### config.mk
export PLATFORM = sky130hd
export DESIGN_NAME = elastic_pipe_chain
export DESIGN_NICKNAME = d
export VERILOG_FILES = /design/src/rtl/elastic_pipe_chain.sv
export SDC_FILE = /design/constraint.sdc
export NUM_CORES = 1
export LEC_CHECK = 0
export CELL_PAD_IN_SITES_DETAIL_PLACEMENT = 1
export CELL_PAD_IN_SITES_GLOBAL_PLACEMENT = 1
export CORE_ASPECT_RATIO = 0.75
export CORE_MARGIN = 1
export CORE_UTILIZATION = 48
export CTS_CLUSTER_DIAMETER = 40
export DETAILED_ROUTE_END_ITERATION = 6
export PLACE_DENSITY_LB_ADDON = 0.1
export SYNTH_ARGS = -nofsm -noshare
export SYNTH_HDL_FRONTEND = slang
export SYNTH_SLANG_ARGS = --single-unit
### constraint.sdc
create_clock -name Clk -period 5.95 [get_ports Clk]
set_clock_uncertainty 0.15 [all_clocks]
set_input_delay 0.595 -clock Clk [delete_from_list [all_inputs] [get_ports Clk]]
set_output_delay 0.595 -clock Clk [all_outputs]
set_load 0.01 [all_outputs]
### src/rtl/elastic_pipe_chain.sv
// elastic_pipe_chain: STAGES-deep valid/ready register chain with bubble
// collapsing, per-slot flush (NOP insertion), global hold, and registered
// occupancy / saturating kill counters. Slot 0 is the input side and slot
// STAGES-1 drives the output.
module elastic_pipe_chain #(
  parameter int               WIDTH     = 64,
  parameter int               STAGES    = 4,
  parameter logic [WIDTH-1:0] NOP_VALUE = {WIDTH{1'b0}}
) (
  input  logic                        Clk,
  input  logic                        Rst,
  input  logic                        In_Valid,
  output logic                        In_Ready,
  input  logic [WIDTH-1:0]            In_Data,
  output logic                        Out_Valid,
  input  logic                        Out_Ready,
  output logic [WIDTH-1:0]            Out_Data,
  input  logic [STAGES-1:0]           Flush,
  input  logic                        Hold,
  output logic [$clog2(STAGES+1)-1:0] Count,
  output logic [7:0]                  Kill_Count
);

  localparam int CW = $clog2(STAGES + 1);
  localparam int KW = 9 + CW;  // wide enough for 255 plus one cycle of kills

  logic [STAGES-1:0] valid_q, valid_d;
  logic [WIDTH-1:0]  data_q [STAGES];
  logic [WIDTH-1:0]  data_d [STAGES];
  logic [STAGES:0]   rdy;
  logic [STAGES-1:0] leave;       // slot's item moves downstream (or pops)
  logic [STAGES-1:0] load;        // slot receives an item from upstream
  logic [WIDTH-1:0]  src [STAGES];
  logic [CW-1:0]     count_q, count_d;
  logic [CW-1:0]     kills;
  logic [KW-1:0]     kill_sum;
  logic [7:0]        kill_count_q, kill_count_d;

  // Ready ripples from the consumer back to the producer; an empty slot
  // breaks the chain so bubbles collapse. Flush deliberately plays no part.
  always_comb begin
    rdy[STAGES] = Out_Ready & ~Hold;
    for (int i = STAGES - 1; i >= 0; i--) begin
      rdy[i] = (~valid_q[i] | rdy[i+1]) & ~Hold;
    end
  end

  // Per-slot transfer strobes and the payload each slot would load.
  // NOTE: every variable driven here gets a value before any conditional
  // logic, so no path leaves it unassigned and no latch is inferred.
  always_comb begin
    leave = '0;
    load  = '0;
    for (int i = 0; i < STAGES; i++) begin
      leave[i] = valid_q[i] & ~Flush[i] & rdy[i+1];
    end
    load[0] = In_Valid & rdy[0];
    src[0]  = In_Data;
    for (int i = 1; i < STAGES; i++) begin
      load[i] = leave[i-1];
      src[i]  = data_q[i-1];
    end
  end

  // Slot next state: flush beats hold, hold beats movement; an emptied slot
  // always reverts to NOP_VALUE so invalid slots never carry stale data.
  always_comb begin
    valid_d = valid_q;
    data_d  = data_q;
    for (int i = 0; i < STAGES; i++) begin
      if (Flush[i]) begin
        valid_d[i] = 1'b0;
        data_d[i]  = NOP_VALUE;
      end else if (!Hold) begin
        if (load[i]) begin
          valid_d[i] = 1'b1;
          data_d[i]  = src[i];
        end else if (leave[i]) begin
          valid_d[i] = 1'b0;
          data_d[i]  = NOP_VALUE;
        end
      end
    end
  end

  // Occupancy of the next state and saturating accumulation of killed items.
  always_comb begin
    count_d = '0;
    kills   = '0;
    for (int i = 0; i < STAGES; i++) begin
      count_d = count_d + CW'(valid_d[i]);
      kills   = kills + CW'(valid_q[i] & Flush[i]);
    end
    kill_sum     = KW'(kill_count_q) + KW'(kills);
    kill_count_d = (kill_sum > KW'(255)) ? 8'hFF : kill_sum[7:0];
  end

  // State registers.
  // NOTE: the payload array is reset as well, because an invalid slot must
  // hold NOP_VALUE and Out_Data is visible straight out of reset.
  always_ff @(posedge Clk or negedge Rst) begin
    if (!Rst) begin
      valid_q      <= '0;
      count_q      <= '0;
      kill_count_q <= '0;
      for (int i = 0; i < STAGES; i++) begin
        data_q[i] <= NOP_VALUE;
      end
    end else begin
      // NOTE: non-blocking assignments so every register samples the
      // pre-edge values regardless of statement order.
      valid_q      <= valid_d;
      count_q      <= count_d;
      kill_count_q <= kill_count_d;
      for (int i = 0; i < STAGES; i++) begin
        data_q[i] <= data_d[i];
      end
    end
  end

  assign In_Ready   = rdy[0];
  assign Out_Valid  = valid_q[STAGES-1] & ~Flush[STAGES-1] & ~Hold;
  assign Out_Data   = data_q[STAGES-1];
  assign Count      = count_q;
  assign Kill_Count = kill_count_q;

endmodule

==> metrics <==
status finished clean; Synth Area in Adders 0.942%; CTS sink cnt 271; Hold Buf Count CTS 0; final core utilization about three fifths; Syn Inst Count 1,085; setup ws final 2.38 ns; WL/cell 21.4 µm; Max Slew Vio Count 0; Overall Global Routing Usage 24.6%; drt via density ~6; Max Freq 280 MHz; slowest stage delay, CP 0.83 ns; dpl hpwl 17,800 µm; syn_nets 1,165; Max-cap violations 0; Fin. Hold Viols 0; CP Class in -> reg; CTS Buffer Depth 3; Slew @ Worst Pin 1.09 ns; Cell Area, Synth 0.0125 mm²; CP Capture Type flip-flop; Initial Util 49.4%; Worst Path Max Fanout 65; cell taking the most area after synthesis dfrtp_1; Period Utilization, post-route 60.1%; post-synthesis simple-gate area fraction roughly 12%; drt first pass iters 5; Chip Height 142 µm; pin count of the biggest net entering global routing 103; Setup crit start kind input port; flops & latches, synth 271; Synth-to-Final Area Change 18.2%; CP dominant cell by count ha_1; # rows 50; synthesized area per cell around 12 µm²; max_slew headroom 27.6%; Crit path max-delay family simple AND/OR/NAND/NOR gates; initial antenna violation count 0; Inserted Clock Buffers 37; Max VDD drop 178 µV; Cell Count Post-Placement 1,420; Tightest Hold Check Type in -> async; Reg clk slew, reported paths 0.05 ns; Die X-Extent around 190 µm; Iter 0 DRT Violations between 500 and 600; mux cell area share after synthesis 0.0902%; complex-gate fraction of the synthesized area 21.7%; Period minus WS final 3.57 ns; leak pwr 5.99 nW; xor/xnor share of the synthesized area 0%; top post-synthesis cells by area dfrtp_1 54%, o32ai_1 11%, nand2b_1 9.9%; fraction of layout cells with a size suffix above 1 10.1%; io pins 150; CP cell instances clkdlybuf4s50_1 -> or3b_4 -> or2_4 -> a21oi_1 -> fa_1 -> ha_1 -> ha_1; Placer Congestion 0.773; Final #Nets 1,201; H-Tree Depth 2; sequential fraction of the synthesis area about 54%; core area 0.0253 mm²; die area 0.0267 mm²; unrepaired setup endpoints after global routing no; GR Overflow Total 0; clock root cell clkbuf_16; pwr/cell area ~290 mW/mm²; Residual DRC 0; via count slightly below 9k; clock insertion delay at the later pin of the skew report 0.51 ns; CTS tree done; DP Worst Slack 1.87 ns; Worst Path Required about 6 ns; first-pass GRT wire length 51,800 µm; post-route antenna net violation count 0; port bufs 149; Setup Fix Bufs, Post-CTS 0; Buf+Inv Stages, Crit Path 1; ANT cells 0; count of cell types in the netlist 39; largest family of logic cells by synthesized area compound AO/OA/AOI/OAI gates; Yosys warnings 0; vias in the first global route 9,218; CTS-repair resized insts 0; Fin Hold WS around 0.0069 ns; TNS Setup 0 ns; Slowest-stage cell, CP clkdlybuf4s50_1; share of the synthesized area in the top cell type a little over half; non-filler instance count after layout 1,482; crit path DAT 3.80 ns; WL final between 30,000 and 40,000 µm; final setup vio count 0
-- Yosys cell counts (all sizes together) --
| cell | n |
|---|---|
| o21a | 1 |
| and3 | 3 |
| buf | 97 |
| or2 | 2 |
| ha | 3 |
| fa | 4 |
| nor2b | 3 |
| a21oi | 7 |
| a21boi | 1 |
| nor3 | 2 |
| o32ai | 193 |
| nand2 | 3 |
| or3 | 2 |
| dfrtp | 271 |
| nor4 | 1 |
| and3b | 1 |
| a21o | 1 |
| a41oi | 1 |
| mux2 | 1 |
| and2 | 3 |
| a31oi | 2 |
| nor3b | 1 |
| clkbuf | 69 |
| a211oi | 1 |
| o22ai | 1 |
| a32o | 64 |
| and4b | 1 |
| o21ai | 5 |
| nand2b | 197 |
| or3b | 2 |
| nand3 | 4 |
| o31ai | 1 |
| inv | 134 |
| nor2 | 3 |
-- metrics by stage --
| stage | power (mW) | instance area (µm²) |
|---|---|---|
| 3_5_place_dp | 2.28 | 13600 |
| 6_report | 4.32 | 14800 |
| 2_1_floorplan | 2.10 | 12500 |
| 4_1_cts | 4.37 | 14800 |
| 3_3_place_gp | 2.27 | 13600 |
| 5_1_grt | 4.48 | 14800 |
-- flip-flops by register name (all words and copies together) (netlist names) --
register,flops
data_q,192
Out_Data,64
Kill_Count,8
valid_q,4
Count,3
-- layout by cell type, fill, tap and decap left out, drive strengths merged, types with 2 or more instances in the layout --
cell type / n
o21ai: 5
clkdlybuf4s50: 145
fa: 4
and3: 3
clkinvlp: 5
buf: 18
nor2: 3
ha: 3
clkinv: 7
nor2b: 3
or2: 2
a32o: 64
bufinv: 2
dfrtp: 271
nand2b: 197
inv: 134
or3b: 2
nand3: 4
a21oi: 7
or3: 2
and2: 3
clkbuf: 48
o32ai: 193
nand2: 3
a31oi: 2
nor3: 2
-- power by group --
part | internal (mW) | switching (mW)
clock | 1.29 | 0.794
sequential | 1.88 | 0.0310
combinational | 0.136 | 0.192
total | 3.31 | 1.02
-- path summary, 6_finish.rpt --
| kind | slack, ns | start | endpoint | cells after the start |
|---|---|---|---|---|
| setup / recovery | 2.38 | Hold | Count[1]$_DFF_PN0_ | 7 |
| hold / removal | 0.007 | Rst | data_q[88]$_DFFE_PN0P_ | 1 |
| setup reg to reg | 2.59 | valid_q[3]$_DFF_PN0_ | Count[1]$_DFF_PN0_ | 6 |
| hold reg to reg | 0.34 | data_q[127]$_DFFE_PN0P_ | Out_Data[63]$_DFFE_PN0P_ | 1 |
| max in group asynchronous | 4.27 | Rst | data_q[247]$_DFFE_PN0P_ | 2 |
| min in group Clk | 0.34 | data_q[127]$_DFFE_PN0P_ | Out_Data[63]$_DFFE_PN0P_ | 1 |
-- kinds of logic after synthesis --
logic type                 Yosys count
buffers and inverters              300
DFF                                271
AOI/OAI and AO/OA                  278
adders and majority gates            7
and+or+nand+nor                    228
muxes                                1
-- per-layer routing --
| metal | GRT usage (%) | wire [µm] |
|---|---|---|
| met1 | 35.3 | 15100 |
| met2 | 38.9 | 14800 |
| met3 | 4.01 | 1270 |
| met4 | 6.16 | 504 |
| met5 | 0 | 0 |
-- cell type report --
cell class | count | area (µm²)
clock buffer | 48 | 1020
clock inverter | 14 | 136
fill | 2558 | 10500
inverter | 134 | 503
multi-input combinational | 514 | 4310
sequential | 271 | 6780
tap | 338 | 423
timing repair buffer | 163 | 1590
Power figures use the tool's default switching activity.
